$ cat src/rtl/dump_pkg.sv
// Shared definitions for the debug dump unit: beat tags, FSM states and counter count.
package dump_pkg;

    localparam logic [1:0] TAG_CNT = 2'd0;
    localparam logic [1:0] TAG_REG = 2'd1;
    localparam logic [1:0] TAG_MEM = 2'd2;

    localparam int NUM_CNT = 3;

    typedef enum logic [1:0] {
        ST_IDLE = 2'd0,
        ST_CNT  = 2'd1,
        ST_REG  = 2'd2,
        ST_MEM  = 2'd3
    } state_e;

endpackage

$ cat src/rtl/debug_dump_unit_perf_counters.sv
// Free-running cycle/stall/flush counters with snapshot registers for the dump.
module perf_counters #(
    parameter int DATA_W = 32
) (
    input  logic              clk_i,
    input  logic              rst_i,
    input  logic              start_i,
    input  logic              stall_i,
    input  logic              branch_i,
    input  logic              flush_i,
    input  logic              snap_i,
    output logic [DATA_W-1:0] cycle_o,
    output logic [DATA_W-1:0] stall_o,
    output logic [DATA_W-1:0] flush_o,
    output logic [DATA_W-1:0] snap_stall_o,
    output logic [DATA_W-1:0] snap_flush_o
);

    logic [DATA_W-1:0] cycle_q, stall_q, flush_q;
    logic [DATA_W-1:0] snap_stall_q, snap_flush_q;

    // Only stall/flush need snapshots: the cycle beat is loaded from the live value at the request edge.
    always_ff @(posedge clk_i or posedge rst_i) begin
        if (rst_i) begin
            cycle_q      <= '0;
            stall_q      <= '0;
            flush_q      <= '0;
            snap_stall_q <= '0;
            snap_flush_q <= '0;
        end else begin
            if (start_i) begin
                cycle_q <= cycle_q + DATA_W'(1);
                if (stall_i && !branch_i) stall_q <= stall_q + DATA_W'(1);
                if (flush_i)              flush_q <= flush_q + DATA_W'(1);
            end
            if (snap_i) begin
                snap_stall_q <= stall_q;
                snap_flush_q <= flush_q;
            end
        end
    end

    assign cycle_o      = cycle_q;
    assign stall_o      = stall_q;
    assign flush_o      = flush_q;
    assign snap_stall_o = snap_stall_q;
    assign snap_flush_o = snap_flush_q;

endmodule

$ cat src/rtl/debug_dump_unit.sv
// Streams a snapshot of perf counters, register file and low data memory over valid/ready.
// state   | meaning
// ST_IDLE | no dump; dump_req_i sampled each edge
// ST_CNT  | output register holds a counter beat
// ST_REG  | output register holds a register-file beat
// ST_MEM  | output register holds a data-memory beat
module debug_dump_unit
    import dump_pkg::*;
#(
    parameter int DATA_W   = 32,
    parameter int NUM_REGS = 32,
    parameter int NUM_DMEM = 8
) (
    input  logic              clk_i,
    input  logic              rst_i,
    input  logic              start_i,
    input  logic              stall_i,
    input  logic              branch_i,
    input  logic              flush_i,
    input  logic              dump_req_i,
    output logic [4:0]        reg_addr_o,
    input  logic [DATA_W-1:0] reg_data_i,
    output logic [DATA_W-1:0] dmem_addr_o,
    input  logic [DATA_W-1:0] dmem_data_i,
    output logic              dump_valid_o,
    input  logic              dump_ready_i,
    output logic [1:0]        dump_tag_o,
    output logic [7:0]        dump_index_o,
    output logic [DATA_W-1:0] dump_data_o,
    output logic              dump_last_o,
    output logic              busy_o,
    output logic [DATA_W-1:0] cycle_cnt_o,
    output logic [DATA_W-1:0] stall_cnt_o,
    output logic [DATA_W-1:0] flush_cnt_o
);

    state_e            state_q, state_d, nxt_state;
    logic [7:0]        idx_q, idx_d, nxt_idx;
    logic              nxt_done, advance, snap;
    logic              valid_q, valid_d, last_q, last_d;
    logic [1:0]        tag_q, tag_d;
    logic [DATA_W-1:0] data_q, data_d, payload;
    logic [DATA_W-1:0] snap_stall, snap_flush;

    assign snap = (state_q == ST_IDLE) && dump_req_i;

    perf_counters #(.DATA_W(DATA_W)) u_cnt (
        .clk_i        (clk_i),
        .rst_i        (rst_i),
        .start_i      (start_i),
        .stall_i      (stall_i),
        .branch_i     (branch_i),
        .flush_i      (flush_i),
        .snap_i       (snap),
        .cycle_o      (cycle_cnt_o),
        .stall_o      (stall_cnt_o),
        .flush_o      (flush_cnt_o),
        .snap_stall_o (snap_stall),
        .snap_flush_o (snap_flush)
    );

    // (state_q, idx_q) names the beat held in the output register; this derives the following one.
    always_comb begin
        nxt_state = state_q;
        nxt_idx   = idx_q + 8'd1;
        nxt_done  = 1'b0;
        case (state_q)
            ST_IDLE: begin
                nxt_state = ST_CNT;
                nxt_idx   = 8'd0;
            end
            ST_CNT: if (idx_q == 8'(NUM_CNT - 1)) begin
                nxt_state = ST_REG;
                nxt_idx   = 8'd0;
            end
            ST_REG: if (idx_q == 8'(NUM_REGS - 1)) begin
                nxt_state = ST_MEM;
                nxt_idx   = 8'd0;
            end
            ST_MEM: if (idx_q == 8'(NUM_DMEM - 1)) begin
                nxt_state = ST_IDLE;
                nxt_idx   = 8'd0;
                nxt_done  = 1'b1;
            end
            default: begin
                nxt_state = ST_IDLE;
                nxt_idx   = 8'd0;
            end
        endcase
    end

    assign reg_addr_o  = (nxt_state == ST_REG) ? nxt_idx[4:0] : 5'd0;
    assign dmem_addr_o = (nxt_state == ST_MEM) ? DATA_W'({nxt_idx, 2'b00}) : '0;

    always_comb begin
        payload = '0;
        case (nxt_state)
            ST_CNT: begin
                if (nxt_idx == 8'd0)      payload = cycle_cnt_o;
                else if (nxt_idx == 8'd1) payload = snap_stall;
                else                      payload = snap_flush;
            end
            ST_REG:  payload = reg_data_i;
            ST_MEM:  payload = dmem_data_i;
            default: payload = '0;
        endcase
    end

    assign advance = (state_q == ST_IDLE) ? dump_req_i : (valid_q && dump_ready_i);

    always_comb begin
        state_d = state_q;
        idx_d   = idx_q;
        valid_d = valid_q;
        tag_d   = tag_q;
        data_d  = data_q;
        last_d  = last_q;
        if (advance) begin
            state_d = nxt_state;
            idx_d   = nxt_idx;
            valid_d = !nxt_done;
            data_d  = payload;
            last_d  = (nxt_state == ST_MEM) && (nxt_idx == 8'(NUM_DMEM - 1));
            case (nxt_state)
                ST_REG:  tag_d = TAG_REG;
                ST_MEM:  tag_d = TAG_MEM;
                default: tag_d = TAG_CNT;
            endcase
        end
    end

    always_ff @(posedge clk_i or posedge rst_i) begin
        if (rst_i) begin
            state_q <= ST_IDLE;
            idx_q   <= '0;
            valid_q <= 1'b0;
            tag_q   <= '0;
            data_q  <= '0;
            last_q  <= 1'b0;
        end else begin
            state_q <= state_d;
            idx_q   <= idx_d;
            valid_q <= valid_d;
            tag_q   <= tag_d;
            data_q  <= data_d;
            last_q  <= last_d;
        end
    end

    assign dump_valid_o = valid_q;
    assign dump_tag_o   = tag_q;
    assign dump_index_o = idx_q;
    assign dump_data_o  = data_q;
    assign dump_last_o  = last_q;
    assign busy_o       = (state_q != ST_IDLE);

endmodule

$ cat config.mk
export PLATFORM = sky130hd
export DESIGN_NAME = debug_dump_unit
export DESIGN_NICKNAME = d
export VERILOG_FILES = /design/src/rtl/dump_pkg.sv /design/src/rtl/debug_dump_unit_perf_counters.sv /design/src/rtl/debug_dump_unit.sv
export SDC_FILE = /design/constraint.sdc
export NUM_CORES = 1
export LEC_CHECK = 0
export CELL_PAD_IN_SITES_DETAIL_PLACEMENT = 1
export CELL_PAD_IN_SITES_GLOBAL_PLACEMENT = 2
export CORE_UTILIZATION = 33
export DETAILED_ROUTE_END_ITERATION = 7
export PLACE_DENSITY = 0.81
export SETUP_SLACK_MARGIN = 0.15
export SYNTH_ARGS = -nofsm -noshare
export SYNTH_HDL_FRONTEND = slang
export SYNTH_SLANG_ARGS = --single-unit
export TNS_END_PERCENT = 5
$ cat constraint.sdc
create_clock -name clk_i -period 6.9 [get_ports clk_i]
set_clock_uncertainty 0.05 [all_clocks]
set_input_delay 0.69 -clock clk_i [delete_from_list [all_inputs] [get_ports clk_i]]
set_output_delay 0.69 -clock clk_i [all_outputs]
set_load 0.01 [all_outputs]
==> results of run 1 <==
## path summary, 6_finish.rpt
check | depth (start not counted) | end | from | slack (ns)
setup / recovery | 5 | reg_addr_o[1] | dump_index_o[0] | 2.45
hold / removal | 1 | u_cnt.snap_flush_o[6] | u_cnt.snap_flush_o[6] | 0.45
setup reg to reg | 7 | dump_data_o[0] | dump_index_o[0] | 2.81
min in group asynchronous | 2 | dump_index_o[5] | rst_i | 0.68
hold reg to reg | 1 | u_cnt.snap_flush_o[6] | u_cnt.snap_flush_o[6] | 0.45
max in group asynchronous | 3 | u_cnt.flush_o[17] | rst_i | 4.52
## worst register-to-register path, cell delays in order, from the launching register on
cell	delay (ns)
dfrtp_1	0.56
ha_1	0.35
nand4_2	0.96
o21ai_2	0.58
a221o_1	0.64
buf_4	0.39
nor3_1	0.11
o41ai_2	0.34
## power by group
| group | switching, mW | internal, mW |
|---|---|---|
| clock network | 0.514 | 0.775 |
| registers | 0.255 | 1.40 |
| logic | 1.60 | 1.14 |
## registers in the layout (all words and copies together), names as in the netlist
name	cells
u_cnt.flush_o	32
u_cnt.snap_flush_o	32
dump_valid_o	1
dump_last_o	1
u_cnt.stall_o	32
dump_index_o	8
u_cnt.snap_stall_o	32
state_q	2
dump_tag_o	2
dump_data_o	32
u_cnt.cycle_o	32
## kinds of logic (layout without fill, tap and decap cells)
group                      count (synthesis)  count (layout)  share of synthesized area
and+or+nand+nor                          276             276                      0.133
adders and majority gates                  5               5                    0.00551
xor gates and xnor gates                 101             101                     0.0779
muxes                                     67              67                     0.0664
buffers and inverters                    125             298                     0.0553
DFF                                      206             206                      0.454
AOI/OAI and AO/OA                        263             263                      0.208
other                                      1              24                   0.000330
## layout make-up
class	count	area [um2]	area share
Clock buffer	34	699	0.0477
Timing Repair Buffer	245	2400	0.164
Sequential cell	206	5150	0.352
Inverter	14	60.1	0.00410
Multi-Input combinational cell	736	5700	0.389
Tap cell	448	561	0.0382
Clock inverter	5	81.3	0.00555
## per-layer routing
metal	global-route usage	part of all wire
met2	0.364	0.47
met1	0.309	0.45
met4	0.0594	0.022
met5	0	0
met3	0.0335	0.053
## layout by cell type (no fill, tap or decap), drive strengths merged, types with 2 or more instances in the layout
cell type      count
dfrtp            206
or3                3
nor3              43
mux2              67
nor4               2
and2               6
o31ai             35
ha                 5
nand2             46
a31oi              2
a22oi             33
clkbuf            34
nand4             54
a211oi            33
xor2              34
inv               15
or4                3
o41ai             33
a311o              3
o21ai              7
a22o               5
nand2b             3
nor2              40
nand3             38
and3              14
and4              13
o22ai              2
conb              24
o21ba             32
xnor2             67
bufinv             2
o211ai            66
nand3b             3
a21oi              6
buf               20
clkdlybuf4s50    225
==> metrics, run 1 <==
post-route ant nets 0; count of final hold-check violations 0; MaxCap Viol Count 0; Area Growth Syn to Fin 29.1%; Worst Tran Pin Value 1.22 ns; Fillers between 3000 and 4000; clock sinks 206; commonest cells in the netlist 206 x dfrtp_1, 67 x mux2_2, 67 x xnor2_1; post-DP HPWL 27300 um; EDFF count, synth 0; Total GRT Usage 0.223; post-place setup slack 2.88 ns; worst path cell trace ha_1 -> nand4_2 -> o211ai_1 -> nor2_1 -> clkdlybuf4s50_1; relative slew slack 0.185; Max clock buf depth 3; pwr dens 387 nW/um2; wire per inst between 20 and 25 um; Ys Warns 0; final setup margin ~2.5 ns; slowest cell on the critical path nand4_2; HP Class reg -> reg; CTS tree yes; post-synth top area cell dfrtp_1; antenna violations before repair 0; grt ovf 0; setup violators final 0; PostCTS Resize Cnt 0; CP Buf/Inv Count 1; DIE WIDTH roughly 190 um; final worst path period share 0.644; Post-CTS Hold Fix Bufs 0; CP Class reg -> out; core box area between 30000 and 40000 um2; Clock Latency Late Sink 0.52 ns; Initial Utilization 0.337; Mean Syn Cell Area 10.9 um2; sequential element share of the synthesized area 0.454; Final Cell Area 14700 um2; die area 35200 um2; Synth cell types 62; Placed Cells 1649; initial DRC count 683; antenna fix cells 0; I/O pins 250; fraction of layout cells with a size suffix above 1 0.166; Critical Path Fanout Max 36; vias 9580; critical path launch point type flop; fin util 0.435; Row Count 67; Max IR drop VDD 235 uV; top-area cell type share of the netlist area 0.454; fmax 225 MHz; biggest cell delay along the critical path 0.96 ns; Routed Wire Length roughly 40000 um; Final Slew Violations 0; outcome finished, final reports clean; H-tree levels 1; largest net degree at the start of global routing 140; WP data arrival 3.71 ns; dominant register cell in the synthesized netlist dfrtp_1; min Tclk post-route 4.45 ns; Worst EP required 6.16 ns; hold_ws around 0.45 ns; Crit path max-delay family simple AND/OR/NAND/NOR gates; Post-Layout Cell Count about 1700; RSZ-0062 raised after global routing false; Clock transition at path regs 0.06 ns; FFs w/ async S/R, synth 1.00; ranking of synthesized cells by area dfrtp_1 45%, mux2_2 6.6%, xnor2_1 5.2%; CP Capture Type output pin; first-pass GRT wire length between 60000 and 70000 um; Placement Cell Area 13900 um2; drt first pass iters 5; Final nets roughly 1300; final weighted congestion in routability-driven placement between 0.8 and 0.9; total chip power 5.68 mW; residual DRC count 0; Num CTS Buffers 25; Yosys reg bits between 200 and 250; most frequent cell after synthesis dfrtp_1; Vias/cell 5.68; Root Driver clkbuf_16; Mapped Area 11400 um2; PortBufs 225; leakage ~6 nW; Synth Instances between 1000 and 1500; die height 188 um; Post-CTS Setup Inserts 0; vias in the first global route ~10000; Setup TNS 0 ns
No activity file was read; power rests on OpenSTA's default activity.
==> run 2, diff against run 1 <==
CORE_UTILIZATION = 29   (was 33)
PLACE_DENSITY = 0.75   (was 0.81)
clock period = 4.05 ns   (was 6.9 ns; I/O delays follow)
==> run 2 against run 1 <==
Worst setup slack worse by 1.9 ns. Die area is 14% higher. Wire length is 4.7% higher. Total power is 76% higher. Utilization is 4.6 points lower.
==> metrics, run 2 (synthesized netlist as in run 1, its figures left out) <==
outcome finished, final reports clean (unchanged); Post-Layout Cell Count 1778 (was 1688); Setup TNS 0 ns (unchanged); Total GRT Usage 0.206 (was 0.223); Final nets 1319 (was 1305); Crit path max-delay family simple AND/OR/NAND/NOR gates (unchanged); CP Class reg -> out (unchanged); die area 40000 um2 (was 35200 um2); Met1 Wirelength 18200 um (was 17900 um); Clock Latency Late Sink 0.54 ns (was 0.52 ns); wire per inst 23.2 um (was 23.3 um); Num CTS Buffers 25 (unchanged); largest net degree at the start of global routing 66 (was 140); I/O pins 250 (unchanged); Fillers 4155 (was 3625); Max clock buf depth 3 (unchanged); HP Class in -> async (was reg -> reg); drt first pass iters 5 (unchanged); Post-CTS Hold Fix Bufs 0 (unchanged); Clock transition at path regs 0.06 ns (about the same); Vias/cell 5.37 (was 5.68); top sig layer met5 (was met4); final weighted congestion in routability-driven placement 0.801 (was 0.856); Worst Tran Pin Value 1.15 ns (was 1.22 ns); Post-CTS Setup Inserts 0 (unchanged); clock sinks 206 (unchanged); Worst EP required 3.60 ns (was 6.16 ns); Area Growth Syn to Fin 32.3% (was 29.1%); H-tree levels 1 (unchanged); routed wl met3 2250 um (was 2090 um); min Tclk post-route 3.49 ns; most frequent cells in the layout 225 x clkdlybuf4s50_1, 206 x dfrtp_1, 67 x xnor2_1, 67 x mux2_2, 66 x o211ai_1 (unchanged); CTS tree yes (unchanged); vias 9550 (was 9580); Critical Path Fanout Max 28 (was 36); post-route ant nets 0 (unchanged); slowest cell on the critical path or3_2 (was nand4_2); Row Count 72 (was 67); die height 200 um (was 188 um); CP Capture Type output pin (unchanged); PostCTS Resize Cnt 0 (unchanged); relative slew slack 0.233 (was 0.185); initial DRC count 645 (was 683); Placed Cells 1733 (was 1649); Initial Utilization 0.294 (was 0.337); met2 WL 19700 um (was 18500 um); core box area 38600 um2 (was 33700 um2); fmax 287 MHz; count of final hold-check violations 0 (unchanged); first-pass GRT wire length 62800 um (was 61800 um); hold_ws 0.409 ns (was 0.447 ns); residual DRC count 0 (unchanged); biggest cell delay along the critical path 0.81 ns (was 0.96 ns); vias in the first global route 9932 (was 10026); WP data arrival 3.03 ns (was 3.71 ns); DIE WIDTH 200 um (was 188 um); worst path cell trace or3_2 -> o21ai_0 -> nor2_1 -> clkdlybuf4s50_1 (was ha_1 -> nand4_2 -> o211ai_1 -> nor2_1 -> clkdlybuf4s50_1); CP Buf/Inv Count 1 (unchanged); setup violators final 0 (unchanged); fraction of layout cells with a size suffix above 1 0.181 (was 0.166); final worst path period share 0.862; PortBufs 225 (unchanged); pwr dens 666 nW/um2 (was 387 nW/um2); commonest non-fill, non-tap cell in the layout clkdlybuf4s50_1 (unchanged); RSZ-0062 raised after global routing false (unchanged); Final Slew Violations 0 (unchanged); Root Driver clkbuf_16 (unchanged); MaxCap Viol Count 0 (unchanged); grt ovf 0 (unchanged); leakage 6.12 nW (was 5.98 nW); antenna violations before repair 3 (was 0); Routed Wire Length 41200 um (was 39300 um); flop2flop setup slack 0.80 ns (was 2.81 ns); antenna fix cells 0 (unchanged); Max IR drop VDD 420 uV (was 235 uV); post-DP HPWL 29700 um (was 27300 um); critical path launch point type flop (unchanged)
## run 2: cell types whose count changed in the layout (fill, tap and decap cells not counted)
cell        change
a21oi_2         -1
a21oi_4         +1
buf_12          +5
buf_4           +9
bufinv_16       +2
clkbuf_1        -1
clkbuf_8        +1
clkinv_2        +2
clkinvlp_4      +1
inv_6           +2
inv_8           -1
nand4bb_1       -1
nand4bb_2       +1
## run 2: area by class of cell
cell class                      count  area [um2]  share of cell area
Multi-Input combinational cell    736        5710               0.380
Sequential cell                   206        5150               0.343
Timing Repair Buffer              259        2570               0.171
Clock buffer                       34         709              0.0472
Tap cell                          518         648              0.0431
Clock inverter                     11         169              0.0112
Inverter                           14        56.3             0.00375
## run 2: final timing paths
kind / from / end / cells past startpoint
worst min-delay path: rst_i / dump_index_o[4] / 2
worst max register to register: dump_index_o[4] / dump_data_o[4] / 6
worst max-delay path: dump_index_o[5] / dmem_addr_o[3] / 4
worst min register to register: dump_last_o / dump_last_o / 2
max in group asynchronous: rst_i / dump_data_o[8] / 3
min in group clk_i: dump_last_o / dump_last_o / 2
## run 2: where the power goes
part | internal (mW) | switching [mW]
Combinational | 2.01 | 2.78
Sequential | 2.38 | 0.437
Clock | 1.48 | 0.913
Total | 5.88 | 4.12
## run 2: per-stage QoR
stage | setup slack, ns | utilization | instance area (um2) | power (mW)
2_1_floorplan | 0.923 | - | 11400 | 5.85
3_3_place_gp | 0.922 | 0.366 | 14100 | 7.55
3_5_place_dp | 0.862 | 0.366 | 14100 | 7.64
5_1_grt | 0.420 | 0.389 | 15000 | 10.5
4_1_cts | 0.555 | 0.389 | 15000 | 10.1
6_report | 0.560 | 0.389 | 15000 | 10.0
## run 2: layer usage
metal | global-route usage | vias up
met1 | 0.277 | 4914
li1 | - | 4316
met5 | 0 | -
met2 | 0.341 | 253
met3 | 0.0373 | 61
met4 | 0.0557 | 6
==> run 3, diff against run 2 <==
SLEW_MARGIN = 40   (was not set)
clock period = 2.9 ns   (was 4.05 ns; I/O delays follow)
==> run 3 against run 2 <==
Worst hold slack got worse by 0.35 ns. Sequential share of layout area down 0.61 points. Die area stayed put. Via count rose by 1.6%. Largest cell class unchanged. Largest power group unchanged.
==> metrics, run 3 (synthesized netlist as in run 1, its figures left out) <==
Root Driver clkbuf_16 (unchanged); die area 40000 um2 (unchanged); Worst EP required 2.56 ns (was 3.60 ns); leakage 6.29 nW (was 6.12 nW); antenna fix cells 0 (unchanged); wire per inst 23.2 um (about the same); Routed Wire Length 42000 um (was 41200 um); clock sinks 206 (unchanged); Max IR drop VDD 476 uV (was 420 uV); relative slew slack 0.544 (was 0.233); Reg power frac 0.277 (was 0.282); PortBufs 225 (unchanged); Area Growth Syn to Fin 34.8% (was 32.3%); outcome finished, final reports clean (unchanged); min Tclk post-route 2.77 ns; most frequent cells in the layout 224 x clkdlybuf4s50_1, 203 x dfrtp_1, 67 x xnor2_1, 67 x mux2_2, 66 x o211ai_1 (was 225 x clkdlybuf4s50_1, 206 x dfrtp_1, 67 x xnor2_1, 67 x mux2_2, 66 x o211ai_1); vias in the first global route 10149 (was 9932); antenna violations before repair 0 (was 3); post-place setup slack 0.130 ns (was 0.862 ns); Initial Utilization 0.294 (unchanged); critical path launch point type flop (unchanged); largest net degree at the start of global routing 66 (unchanged); Clock transition at path regs 0.06 ns (about the same); setup violators final 0 (unchanged); biggest cell delay along the critical path 0.54 ns (was 0.81 ns); die height 200 um (unchanged); worst path cell trace ha_4 -> nand4_2 -> buf_6 -> o211ai_1 -> buf_4 -> nor2_1 -> clkdlybuf4s50_1 (was or3_2 -> o21ai_0 -> nor2_1 -> clkdlybuf4s50_1); total chip power 14.0 mW (was 10.0 mW); drt first pass iters 5 (unchanged); Psw 5.79 mW (was 4.12 mW); HP Class in -> async (unchanged); vias 9705 (was 9550); CP Class reg -> out (unchanged); WP data arrival 2.43 ns (was 3.03 ns); I/O pins 250 (unchanged); final weighted congestion in routability-driven placement 0.813 (was 0.801); Clock Latency Late Sink 0.54 ns (about the same); Total GRT Usage 0.210 (was 0.206); final setup margin 0.133 ns (was 0.560 ns); DIE WIDTH 200 um (unchanged); Vias/cell 5.36 (was 5.37); commonest non-fill, non-tap cell in the layout clkdlybuf4s50_1 (unchanged); core box area 38600 um2 (unchanged); hold_ws 0.0604 ns (was 0.409 ns); H-tree levels 1 (unchanged); Final Slew Violations 0 (unchanged); Worst Tran Pin Value 0.685 ns (was 1.15 ns); Row Count 72 (unchanged); grt ovf 0 (unchanged); Critical Path Fanout Max 12 (was 28); fmax ~360 MHz; post-route ant nets 0 (unchanged); P_int 8.20 mW (was 5.88 mW); slowest cell on the critical path clkdlybuf4s50_1 (was or3_2); initial DRC count 524 (was 645); final worst path period share 0.954; MaxCap Viol Count 0 (unchanged); CTS tree yes (unchanged); CP Capture Type output pin (unchanged); RSZ-0062 raised after global routing true (was false); part of the power in the clock network 0.221 (was 0.240); Num CTS Buffers 24 (was 25); fraction of layout cells with a size suffix above 1 0.206 (was 0.181); count of final hold-check violations 0 (unchanged); pwr dens 914 nW/um2 (was 666 nW/um2); flop2flop setup slack 0.18 ns (was 0.80 ns); Logic pwr share 0.502 (was 0.478); first-pass GRT wire length 63700 um (was 62800 um); Sw Ratio 0.414 (was 0.412); Final nets 1354 (was 1319); Max clock buf depth 3 (unchanged); FF-to-FF path depth 8 (was 6); residual DRC count 0 (unchanged); post-DP HPWL 30900 um (was 29700 um); Post-CTS Hold Fix Bufs 0 (unchanged)
-- run 3: power groups by stage --
stage / logic, mW / registers [mW] / clock network [mW]
finish: 7.03 / 3.87 / 3.09
CTS: 7.05 / 3.88 / 3.17
detailed placement: 6.98 / 3.92 / 0
global route: 7.50 / 3.94 / 3.27
global placement: 6.82 / 3.91 / 0
floorplan: 4.30 / 3.86 / 0
-- run 3: critical path, delay by kind of cell (launching register included) --
| family | cells | cell delay, ns |
|---|---|---|
| compound gates | 1 | 0.12 |
| fa+ha+maj | 1 | 0.20 |
| buf+inv | 3 | 0.90 |
| flops | 1 | 0.46 |
| simple gates | 2 | 0.22 |
-- run 3: layout make-up --
type | count | area (um2)
fill | 4190 | 23300
multi-input combinational | 736 | 5730
sequential | 206 | 5160
timing repair buffer | 295 | 2900
clock buffer | 34 | 698
tap | 518 | 648
clock inverter | 9 | 111
inverter | 14 | 58.8
-- run 3: final timing paths --
kind,from,end
max,dump_index_o[1],reg_addr_o[3]
min,rst_i,dump_index_o[3]
max reg2reg,dump_index_o[0],dump_data_o[0]
min reg2reg,u_cnt.snap_flush_o[10],u_cnt.snap_flush_o[10]
max in group asynchronous,rst_i,u_cnt.cycle_o[11]
min in group clk_i,flush_i,u_cnt.flush_o[2]
-- run 3: timing repair --
action | CTS | global route
endpoints found under the setup margin | 11 | 40
gates resized for setup | 8 | 1
pin swaps | 1 | 0
gates cloned | 0 | 0
buffers inserted | 1 | 2
-- run 3: routing by layer --
metal / track usage / share of wire
met1: 0.286 / 0.45
met2: 0.354 / 0.48
met3: 0.0264 / 0.045
met4: 0.0483 / 0.018
met5: 0 / 0
-- run 3: per-stage QoR --
step	utilization	cells	setup TNS [ns]	area [um2]
2_1_floorplan	-	1067	-23.13	11400
3_3_place_gp	0.373	1765	0	14400
3_5_place_dp	0.373	1765	0	14400
4_1_cts	0.395	1809	0	15300
5_1_grt	0.396	1812	0	15300
6_report	0.396	1812	0	15300
